## src/rtl/pipeline_hazard_ctrl_if.sv

```systemverilog
// rtl/pipeline_hazard_ctrl_if.sv - hazard inputs and latch controls between the pipeline and its sequencing controller
// master: pipeline side (drives decode/execute/memory status, receives latch controls)
// slave:  hazard controller side
interface pipeline_hazard_ctrl_if #(
  parameter int REG_AW  = 5,
  parameter int PERF_CW = 16
);
  logic              ihit;
  logic              dhit;
  logic              exmem_dmemREN;
  logic              exmem_dmemWEN;
  logic              idex_dmemREN;
  logic [REG_AW-1:0] idex_rd;
  logic [REG_AW-1:0] ifid_rs;
  logic [REG_AW-1:0] ifid_rt;
  logic              ifid_uses_rt;
  logic              ex_redirect;
  logic              halt_id;
  logic              halt_wb;

  logic               pc_en;
  logic               ifid_en;
  logic               idex_en;
  logic               exmem_en;
  logic               memwb_en;
  logic               ifid_flush;
  logic               idex_flush;
  logic               exmem_flush;
  logic               halted;
  logic [PERF_CW-1:0] stall_cycles;
  logic [PERF_CW-1:0] flush_events;

  modport master (
    output ihit, dhit, exmem_dmemREN, exmem_dmemWEN, idex_dmemREN,
           idex_rd, ifid_rs, ifid_rt, ifid_uses_rt, ex_redirect, halt_id, halt_wb,
    input  pc_en, ifid_en, idex_en, exmem_en, memwb_en,
           ifid_flush, idex_flush, exmem_flush, halted, stall_cycles, flush_events
  );

  modport slave (
    input  ihit, dhit, exmem_dmemREN, exmem_dmemWEN, idex_dmemREN,
           idex_rd, ifid_rs, ifid_rt, ifid_uses_rt, ex_redirect, halt_id, halt_wb,
    output pc_en, ifid_en, idex_en, exmem_en, memwb_en,
           ifid_flush, idex_flush, exmem_flush, halted, stall_cycles, flush_events
  );
endinterface

```

## src/rtl/pipeline_hazard_ctrl.sv

```systemverilog
// rtl/pipeline_hazard_ctrl.sv - 5-stage pipeline latch sequencing controller; HAZARD_PERF_EN adds stall/flush counters
module pipeline_hazard_ctrl #(
  parameter int REG_AW  = 5,
  parameter int PERF_CW = 16
) (
  input logic                   CLK,
  input logic                   RST,
  pipeline_hazard_ctrl_if.slave hz
);

  typedef enum logic [1:0] {
    RUN    = 2'd0,
    DRAIN  = 2'd1,
    HALTED = 2'd2
  } state_t;

  localparam logic [REG_AW-1:0] ZERO_REG = '0;

  state_t state, state_nxt;

  logic mem_stall;
  logic load_use;
  logic redirect_go;

  logic pc_en_c, ifid_en_c, idex_en_c, exmem_en_c, memwb_en_c;
  logic ifid_flush_c, idex_flush_c, exmem_flush_c, halted_c;

  // A pending data access freezes everything; a redirect is only honoured once it is free to move.
  assign mem_stall   = (hz.exmem_dmemREN | hz.exmem_dmemWEN) & ~hz.dhit;
  assign load_use    = hz.idex_dmemREN & (hz.idex_rd != ZERO_REG) &
                       ((hz.idex_rd == hz.ifid_rs) |
                        (hz.ifid_uses_rt & (hz.idex_rd == hz.ifid_rt)));
  assign redirect_go = hz.ex_redirect & ~mem_stall & (state != HALTED);

  // State register
  always_ff @(posedge CLK) begin
    if (RST) state <= RUN;
    else     state <= state_nxt;
  end

  // Next-state: a redirect always beats a halt, since the halt sits in its shadow
  always_comb begin
    state_nxt = state;
    case (state)
      RUN:     if (hz.halt_id & ~mem_stall & ~hz.ex_redirect) state_nxt = DRAIN;
      DRAIN: begin
        if (redirect_go)                  state_nxt = RUN;
        else if (hz.halt_wb & ~mem_stall) state_nxt = HALTED;
      end
      HALTED:  state_nxt = HALTED;
      default: state_nxt = RUN;
    endcase
  end

  // Output decode; a flush always comes with its latch enable so the bubble is loaded
  always_comb begin
    pc_en_c       = 1'b0;
    ifid_en_c     = 1'b0;
    idex_en_c     = 1'b0;
    exmem_en_c    = 1'b0;
    memwb_en_c    = 1'b0;
    ifid_flush_c  = 1'b0;
    idex_flush_c  = 1'b0;
    exmem_flush_c = 1'b0;
    halted_c      = 1'b0;
    if (!RST) begin
      case (state)
        RUN: begin
          if (mem_stall) begin
            pc_en_c = 1'b0;
          end else if (hz.ex_redirect) begin
            pc_en_c      = hz.ihit;
            ifid_en_c    = 1'b1;
            idex_en_c    = 1'b1;
            exmem_en_c   = 1'b1;
            memwb_en_c   = 1'b1;
            ifid_flush_c = 1'b1;
            idex_flush_c = 1'b1;
          end else if (load_use) begin
            idex_en_c    = 1'b1;
            idex_flush_c = 1'b1;
            exmem_en_c   = 1'b1;
            memwb_en_c   = 1'b1;
          end else if (!hz.ihit) begin
            ifid_en_c    = 1'b1;
            ifid_flush_c = 1'b1;
            idex_en_c    = 1'b1;
            exmem_en_c   = 1'b1;
            memwb_en_c   = 1'b1;
          end else begin
            pc_en_c    = 1'b1;
            ifid_en_c  = 1'b1;
            idex_en_c  = 1'b1;
            exmem_en_c = 1'b1;
            memwb_en_c = 1'b1;
          end
        end
        DRAIN: begin
          // Nothing new enters behind the halt; the front latch is bubbled every cycle.
          ifid_en_c    = 1'b1;
          ifid_flush_c = 1'b1;
          if (mem_stall) begin
            pc_en_c = 1'b0;
          end else if (hz.ex_redirect) begin
            pc_en_c      = hz.ihit;
            idex_en_c    = 1'b1;
            idex_flush_c = 1'b1;
            exmem_en_c   = 1'b1;
            memwb_en_c   = 1'b1;
          end else if (load_use) begin
            idex_en_c    = 1'b1;
            idex_flush_c = 1'b1;
            exmem_en_c   = 1'b1;
            memwb_en_c   = 1'b1;
          end else begin
            idex_en_c  = 1'b1;
            exmem_en_c = 1'b1;
            memwb_en_c = 1'b1;
          end
        end
        HALTED:  halted_c = 1'b1;
        default: halted_c = 1'b0;
      endcase
    end
  end

  assign hz.pc_en       = pc_en_c;
  assign hz.ifid_en     = ifid_en_c;
  assign hz.idex_en     = idex_en_c;
  assign hz.exmem_en    = exmem_en_c;
  assign hz.memwb_en    = memwb_en_c;
  assign hz.ifid_flush  = ifid_flush_c;
  assign hz.idex_flush  = idex_flush_c;
  assign hz.exmem_flush = exmem_flush_c;
  assign hz.halted      = halted_c;

`ifdef HAZARD_PERF_EN
  localparam logic [PERF_CW-1:0] CNT_ONE = {{(PERF_CW-1){1'b0}}, 1'b1};

  logic [PERF_CW-1:0] stall_q;
  logic [PERF_CW-1:0] flush_q;

  // Saturating counters of PC-stalled cycles and acted-on redirects
  always_ff @(posedge CLK) begin
    if (RST) begin
      stall_q <= '0;
      flush_q <= '0;
    end else begin
      if (!pc_en_c && (state != HALTED) && (stall_q != '1)) stall_q <= stall_q + CNT_ONE;
      if (redirect_go && (flush_q != '1))                   flush_q <= flush_q + CNT_ONE;
    end
  end

  assign hz.stall_cycles = RST ? '0 : stall_q;
  assign hz.flush_events = RST ? '0 : flush_q;
`else
  assign hz.stall_cycles = {PERF_CW{1'b0}};
  assign hz.flush_events = {PERF_CW{1'b0}};
`endif

endmodule

```

## src/flat_wrapper.sv

```systemverilog
// flat-port wrapper written by rule: the top's interface ports become plain ports
module pipeline_hazard_ctrl_flat 
#(
  parameter int REG_AW  = 5,
  parameter int PERF_CW = 16
)
  (CLK, RST, hz_ihit, hz_dhit, hz_exmem_dmemREN, hz_exmem_dmemWEN, hz_idex_dmemREN, hz_idex_rd, hz_ifid_rs, hz_ifid_rt, hz_ifid_uses_rt, hz_ex_redirect, hz_halt_id, hz_halt_wb, hz_pc_en, hz_ifid_en, hz_idex_en, hz_exmem_en, hz_memwb_en, hz_ifid_flush, hz_idex_flush, hz_exmem_flush, hz_halted, hz_stall_cycles, hz_flush_events);
  pipeline_hazard_ctrl_if #(.REG_AW(REG_AW), .PERF_CW(PERF_CW)) hz_i ();
  input logic CLK;
  input logic RST;
  input wire logic [$bits(hz_i.ihit)-1:0] hz_ihit;
  input wire logic [$bits(hz_i.dhit)-1:0] hz_dhit;
  input wire logic [$bits(hz_i.exmem_dmemREN)-1:0] hz_exmem_dmemREN;
  input wire logic [$bits(hz_i.exmem_dmemWEN)-1:0] hz_exmem_dmemWEN;
  input wire logic [$bits(hz_i.idex_dmemREN)-1:0] hz_idex_dmemREN;
  input wire logic [$bits(hz_i.idex_rd)-1:0] hz_idex_rd;
  input wire logic [$bits(hz_i.ifid_rs)-1:0] hz_ifid_rs;
  input wire logic [$bits(hz_i.ifid_rt)-1:0] hz_ifid_rt;
  input wire logic [$bits(hz_i.ifid_uses_rt)-1:0] hz_ifid_uses_rt;
  input wire logic [$bits(hz_i.ex_redirect)-1:0] hz_ex_redirect;
  input wire logic [$bits(hz_i.halt_id)-1:0] hz_halt_id;
  input wire logic [$bits(hz_i.halt_wb)-1:0] hz_halt_wb;
  output wire logic [$bits(hz_i.pc_en)-1:0] hz_pc_en;
  output wire logic [$bits(hz_i.ifid_en)-1:0] hz_ifid_en;
  output wire logic [$bits(hz_i.idex_en)-1:0] hz_idex_en;
  output wire logic [$bits(hz_i.exmem_en)-1:0] hz_exmem_en;
  output wire logic [$bits(hz_i.memwb_en)-1:0] hz_memwb_en;
  output wire logic [$bits(hz_i.ifid_flush)-1:0] hz_ifid_flush;
  output wire logic [$bits(hz_i.idex_flush)-1:0] hz_idex_flush;
  output wire logic [$bits(hz_i.exmem_flush)-1:0] hz_exmem_flush;
  output wire logic [$bits(hz_i.halted)-1:0] hz_halted;
  output wire logic [$bits(hz_i.stall_cycles)-1:0] hz_stall_cycles;
  output wire logic [$bits(hz_i.flush_events)-1:0] hz_flush_events;
  assign hz_i.ihit = hz_ihit;
  assign hz_i.dhit = hz_dhit;
  assign hz_i.exmem_dmemREN = hz_exmem_dmemREN;
  assign hz_i.exmem_dmemWEN = hz_exmem_dmemWEN;
  assign hz_i.idex_dmemREN = hz_idex_dmemREN;
  assign hz_i.idex_rd = hz_idex_rd;
  assign hz_i.ifid_rs = hz_ifid_rs;
  assign hz_i.ifid_rt = hz_ifid_rt;
  assign hz_i.ifid_uses_rt = hz_ifid_uses_rt;
  assign hz_i.ex_redirect = hz_ex_redirect;
  assign hz_i.halt_id = hz_halt_id;
  assign hz_i.halt_wb = hz_halt_wb;
  assign hz_pc_en = hz_i.pc_en;
  assign hz_ifid_en = hz_i.ifid_en;
  assign hz_idex_en = hz_i.idex_en;
  assign hz_exmem_en = hz_i.exmem_en;
  assign hz_memwb_en = hz_i.memwb_en;
  assign hz_ifid_flush = hz_i.ifid_flush;
  assign hz_idex_flush = hz_i.idex_flush;
  assign hz_exmem_flush = hz_i.exmem_flush;
  assign hz_halted = hz_i.halted;
  assign hz_stall_cycles = hz_i.stall_cycles;
  assign hz_flush_events = hz_i.flush_events;
  pipeline_hazard_ctrl #(.REG_AW(REG_AW), .PERF_CW(PERF_CW)) u_core (.CLK(CLK), .RST(RST), .hz(hz_i));
endmodule
```

## config.mk

```make
export PLATFORM = sky130hd
export DESIGN_NAME = pipeline_hazard_ctrl_flat
export DESIGN_NICKNAME = d
export VERILOG_FILES = /design/src/rtl/pipeline_hazard_ctrl_if.sv /design/src/rtl/pipeline_hazard_ctrl.sv /design/src/flat_wrapper.sv
export SDC_FILE = /design/constraint.sdc
export NUM_CORES = 1
export LEC_CHECK = 0
export CORE_UTILIZATION = 26
export DETAILED_ROUTE_END_ITERATION = 10
export GPL_ROUTABILITY_DRIVEN = 0
export GPL_TIMING_DRIVEN = 0
export HOLD_SLACK_MARGIN = 0.12
export PLACE_DENSITY = 0.79
export SLEW_MARGIN = 10
export SYNTH_ARGS = -nofsm -noshare
export SYNTH_HDL_FRONTEND = slang
export SYNTH_SLANG_ARGS = --single-unit
```

## constraint.sdc

```tcl
create_clock -name CLK -period 1.5 [get_ports CLK]
set_input_delay 0.225 -clock CLK [delete_from_list [all_inputs] [get_ports CLK]]
set_output_delay 0.225 -clock CLK [all_outputs]
set_load 0.01 [all_outputs]
```

# Word level (Yosys, flattened, before mapping)
# Cells that the tools add are included.
classes:
  muxes: 33
  bitwise_logic: 14
  n_eq_ne: 7
  reduce_logical: 4
ops:
  columns: ["op", "n"]
  rows:
  - ["two-way mux 1 bit", 26]
  - ["equality test 5 bit", 2]
  - ["AND 1 bit", 9]
  - ["two-way mux 2 bit", 3]
  - ["one-hot mux 1 bit (2 select lines)", 3]
  - ["one-hot mux 2 bit (3 select lines)", 1]
  - ["nonzero test 5 bit", 1]
  - ["!= test 3 x 1 -> 1 bit (second input constant)", 1]
  - ["NOT 1 bit", 3]
  - ["equality test 2 x 1 -> 1 bit (second input constant)", 1]
  - ["equality test 2 bit (second input constant)", 1]
  - ["zero test 2 bit", 1]
  - ["!= test 2 x 1 -> 1 bit (second input constant)", 1]
  - ["!= test 2 bit (second input constant)", 1]
  - ["OR 1 bit", 2]
  - ["AND reduction 2 bit", 1]
  - ["OR reduction 2 bit", 1]
totals:
  wordCells: 59
  out_inout_bits: 41
  reg_bits: 2

# Depth between registers and ports, before layout
depth:
  depth_word: 9
  mapped_depth: 4

# Least setup slack after synthesis
# Ideal clock, no wire load.
synth_path:
  kind: "in2out"
  start: "input hz_exmem_dmemWEN"
  end: "output hz_pc_en"
  stages: 4
  required_time_ns: 1.275
  arrival_time_ns: 1.417
  slack_ns: -0.142
  cell_sequence: "o21ba_2 > nor3_1 > o211ai_1 > a21oi_1"
synth_between:
  elab_chain_cells: 5
  word_cells_on_any_way: 6
  classes_between: "mux (4); bitwise (2)"
synth_lines:
  columns: ["element", "line", "text"]
  rows:
  - ["start, declared", "flat_wrapper.sv:14", "input wire logic [$bits(hz_i.exmem_dmemWEN)-1:0] hz_exmem_dmemWEN;"]
  - ["OR 1 bit (*)", "pipeline_hazard_ctrl.sv:29", "assign mem_stall = (hz.exmem_dmemREN | hz.exmem_dmemWEN) & ~hz.dhit;"]
  - ["AND 1 bit (*)", "pipeline_hazard_ctrl.sv:29", null]
  - ["two-way mux 1 bit, on equally long branches", "pipeline_hazard_ctrl.sv:102, pipeline_hazard_ctrl.sv:69", null]
  - ["one-hot mux 1 bit (2 select lines) (*)", "pipeline_hazard_ctrl.sv:67", "case (state)"]
  - ["two-way mux 1 bit (*)", "pipeline_hazard_ctrl.sv:66", "if (!RST) begin"]
  - ["end, declared", "flat_wrapper.sv:23", "output wire logic [$bits(hz_i.pc_en)-1:0] hz_pc_en;"]
# Every way passes the cells marked *; elsewhere a longest branch is shown, timed or not.

# Worst setup path after layout
layout_path:
  start: "input hz_idex_rd[2]"
  end: "output hz_idex_flush"
layout_between:
  elab_chain_cells: 9
  word_cells_on_any_way: 12
  classes_between: "eq/ne (2); mux (5); bitwise (4); reduce/logical (1)"
layout_lines:
  columns: ["element", "line", "text"]
  rows:
  - ["start, declared", "flat_wrapper.sv:16", "input wire logic [$bits(hz_i.idex_rd)-1:0] hz_idex_rd;"]
  - ["equality test 5 bit", "pipeline_hazard_ctrl.sv:32", "(hz.ifid_uses_rt & (hz.idex_rd == hz.ifid_rt)));"]
  - ["AND 1 bit", "pipeline_hazard_ctrl.sv:32", null]
  - ["OR 1 bit", "pipeline_hazard_ctrl.sv:31", "((hz.idex_rd == hz.ifid_rs) |"]
  - ["AND 1 bit (*)", "pipeline_hazard_ctrl.sv:30", "assign load_use = hz.idex_dmemREN & (hz.idex_rd != ZERO_REG) &"]
  - ["two-way mux 1 bit (*)", "pipeline_hazard_ctrl.sv:79, pipeline_hazard_ctrl.sv:110", null]
  - ["two-way mux 1 bit (*)", "pipeline_hazard_ctrl.sv:104", "end else if (hz.ex_redirect) begin"]
  - ["two-way mux 1 bit (*)", "pipeline_hazard_ctrl.sv:102", "if (mem_stall) begin"]
  - ["two-way mux 1 bit (*)", null, null]
  - ["two-way mux 1 bit (*)", "pipeline_hazard_ctrl.sv:66", null]
  - ["end, declared", "flat_wrapper.sv:29", "output wire logic [$bits(hz_i.idex_flush)-1:0] hz_idex_flush;"]
# Marks and branches as above.

==> results.py <==
metrics = {
    "outcome": {
        "outcome": "complete, but fails checks",
        "violations": "negative setup slack",
    },
    "sta": {
        "final_max_slew_viol_count": 0,
        "finalClockSkew_ns": 0.000776,
        "max_freq_mhz": 604,
        "hold_viol_final": 0,
        "period_needed_ns": 1.65,
        "fin_ws_ns": -0.154,
        "setup_tns_ns": -0.546,
        "report.final.setup_viol": 4,
        "min_period_over_period": 1.10,
        "unrepaired_setup_endpoints_after_global_routing": "yes",
    },
    "pwr": {
        "power-per-cell-area_nw_per_um2": 408,
        "seq_power_share": 0.119,
        "pwr-share-clk": 0.254,
        "peakVddDrop_v": 0.000435,
        "p_sw_frac": 0.336,
        "net-switching-power_uw": 157,
        "combinational_power_share": 0.627,
        "cellInternalPower_uw": 311,
        "p_leak_nw": 0.657,
        "finalPower_uw": 469,
    },
    "route": {
        "drt_pass1_iterations": 4,
        "initialDrtViolationCount": 12,
        "post_drt_wl_per_cell_um": 8.86,
        "drt.antenna.violating_nets": 0,
        "num_vias": 662,
        "post_drt_via_cell_ratio": 3.72,
        "route.detailed.drc": 0,
        "wirelength_um": 1580,
    },
    "synth": {
        "synth_most_common_cell": "buf_4",
        "postSynth.asyncResetShare": 0,
        "main_combinational_cell_family_by_area_after_synthesis": "buffers and inverters",
        "synth_area_leader_cell": "buf_4",
        "synth.area.mux_share": 0,
        "synth_top_area_share": 0.464,
        "yosys-top-cells-count": "buf_4 (35), xnor2_1 (10), nor2_1 (5), a21oi_1 (4)",
        "syn-mean-instance-area_um2": 7.17,
        "sequential_cell_area_fraction_in_the_yosys_report": 0.0706,
        "yosys_register_bits": 2,
        "netlist_area_um2": 567,
        "synthDistinctLibCells": 21,
        "synth_flop_cell": "dfxtp_1",
        "complex_gate_fraction_of_the_synthesized_area": 0.150,
        "yosys.area_share.xor_xnor": 0.155,
        "post_synth_and_or_nand_nor_area_fraction": 0.148,
        "synth_edf_count": 0,
        "synthTopCellsByArea": "buf_4 (46%), xnor2_1 (15%), dfxtp_1 (7.1%)",
        "yosys.area_share.adder": 0,
        "synth_cells": 79,
        "synth-warning-count": 0,
    },
    "place": {
        "place_hpwl_um": 1230,
        "dp_worst_setup_slack_ns": -0.968,
        "port_buffers": 33,
    },
    "final_layout": {
        "flip_flop_count_of_the_largest_register_after_layout": 2,
        "nets": 179,
        "largest_registers": "u_core.state x2",
        "largest-register": "u_core.state",
        "diodes": 0,
        "area_growth_pct": 103,
        "layout-drive-gt1-share": 0.430,
    },
    "cts": {
        "insertion_delay_to_the_later_sink_of_the_worst_skew_pair_ns": 0.22,
        "clkSlewWorstSetupHoldPaths_ns": 0.03,
        "root_buffer": "clkbuf_4",
        "inserted_clock_buffers": 3,
        "cts_hold_repair.buffers": 0,
        "cts_buffer_depth": 2,
        "cts_tree": "yes",
        "cts_sinks": 2,
        "cts-htree-levels": 1,
    },
    "floorplanning": {
        "die-area_um2": 2370,
        "effective_utilization_at_floorplan": 0.283,
        "chipHeight_um": 48.7,
        "pin_count": 67,
        "design.core.area_um2": 2000,
        "row_count": 16,
        "die_width_um": 48.7,
    },
    "grt": {
        "grt_pass1_wl_um": 2480,
        "number_of_global_route_vias_before_repair": 612,
        "globalRouteOverflowTotal": 0,
        "pin_count_of_the_biggest_net_entering_global_routing": 8,
        "grtUsageTotal": 0.135,
        "antenna_violations_before_repair": 0,
    },
    "setup_path": {
        "worst_setup_path_end_kind": "output port",
        "cp_data_arrival_time_ns": 1.43,
        "worst-path-max-fanout": 3,
        "worst-endpoint-required_ns": 1.27,
        "crit_type": "input pin to output port",
        "critical_path.startpoint_type": "input pin",
    },
    "hold_path": {
        "min-delay-path-class": "flip-flop to flip-flop",
    },
    "flow_run": {
        "drv.max_cap_violation_count": 0,
    },
}
-- through the flow --
stage | cells | util | hold slack, ns | instance area [um2]
after floorplan | 111 | - | 0.294 | 692
after global placement | 171 | 0.528 | 0.487 | 1060
after detailed placement | 171 | 0.528 | 0.501 | 1060
after CTS | 177 | 0.559 | 0.494 | 1120
after global routing | 178 | 0.574 | 0.516 | 1150
final | 178 | 0.574 | 0.504 | 1150
-- area by class of cell --
class                           instances  area [um2]
Buffer                                 35         263
Clock buffer                            3        22.5
Fill cell                             189         853
Inverter                                1        3.75
Multi-Input combinational cell         73         438
Sequential cell                         2        43.8
Tap cell                               27        33.8
Timing Repair Buffer                   37         344
-- worst paths after layout --
check / from / slack, ns / to / cells past startpoint
worst min-delay path: u_core.state[1] / 0.50 / u_core.state[0] / 1
worst max-delay path: hz_idex_rd[2] / -0.15 / hz_idex_flush / 6
worst max register to register: u_core.state[0] / 0.70 / u_core.state[0] / 3
worst min register to register: u_core.state[1] / 0.50 / u_core.state[0] / 1
-- per-layer routing --
layer,track usage,vias up,part of all wire
met1,0.109,288,0.31
met5,0,-,0
li1,-,345,-
met4,0.0784,0,0
met3,0.0472,0,0.071
met2,0.271,29,0.62
-- layout by cell type (no fill, tap or decap) --
cell	Yosys	routed
nand3_1	2	2
a21oi_1	4	4
o21ai_0	2	2
nand2_1	3	3
o21ai_4	0	1
dfxtp_4	0	1
clkbuf_2	0	2
a211oi_1	1	1
nand4b_1	1	1
clkdlybuf4s50_1	0	8
or4_4	0	1
nor3_2	0	2
nor4_2	0	1
dlygate4sd2_1	0	5
dfxtp_1	2	1
xnor2_1	10	10
nand4_1	1	1
o22ai_2	0	2
inv_2	0	1
a22o_1	1	1
buf_2	0	7
buf_8	0	2
nor2_1	5	5
conb_1	1	33
dlymetal6s2s_1	0	8
buf_6	0	2
nor3_4	0	1
o211ai_1	1	1
buf_4	35	38
clkbuf_4	0	3
o21ba_4	0	1
-- worst max-delay path, stage by stage --
cell     delay [ns]
buf_8          0.10
or4_4          0.54
o21ai_4        0.18
nor4_2         0.05
a22o_1         0.20
buf_2          0.14
-- repair_timing --
action | 4_1_cts | 5_1_grt
pin swaps | 12 | 18
endpoints found under the setup margin | 8 | 7
resized for setup | 65 | 14
buffers inserted | 3 | 2
hold endpoints to repair | 0 | 0
gates cloned | 0 | 0
-- power groups by stage --
stage / Sequential, mW / Combinational (mW) / Clock (mW)
final: 0.0560 / 0.294 / 0.119
after global routing: 0.0563 / 0.317 / 0.130
after CTS: 0.0559 / 0.286 / 0.126
after detailed placement: 0.0576 / 0.280 / 0
after global placement: 0.0574 / 0.276 / 0
after floorplan: 0.0572 / 0.169 / 0
-- cells by family after synthesis --
kind of cell,count (synthesis)
and+or+nand+nor,17
AOI/OAI and AO/OA,13
DFF,2
other,1
buffers and inverters,36
xor gates and xnor gates,10
No activity file was read; power rests on OpenSTA's default activity.
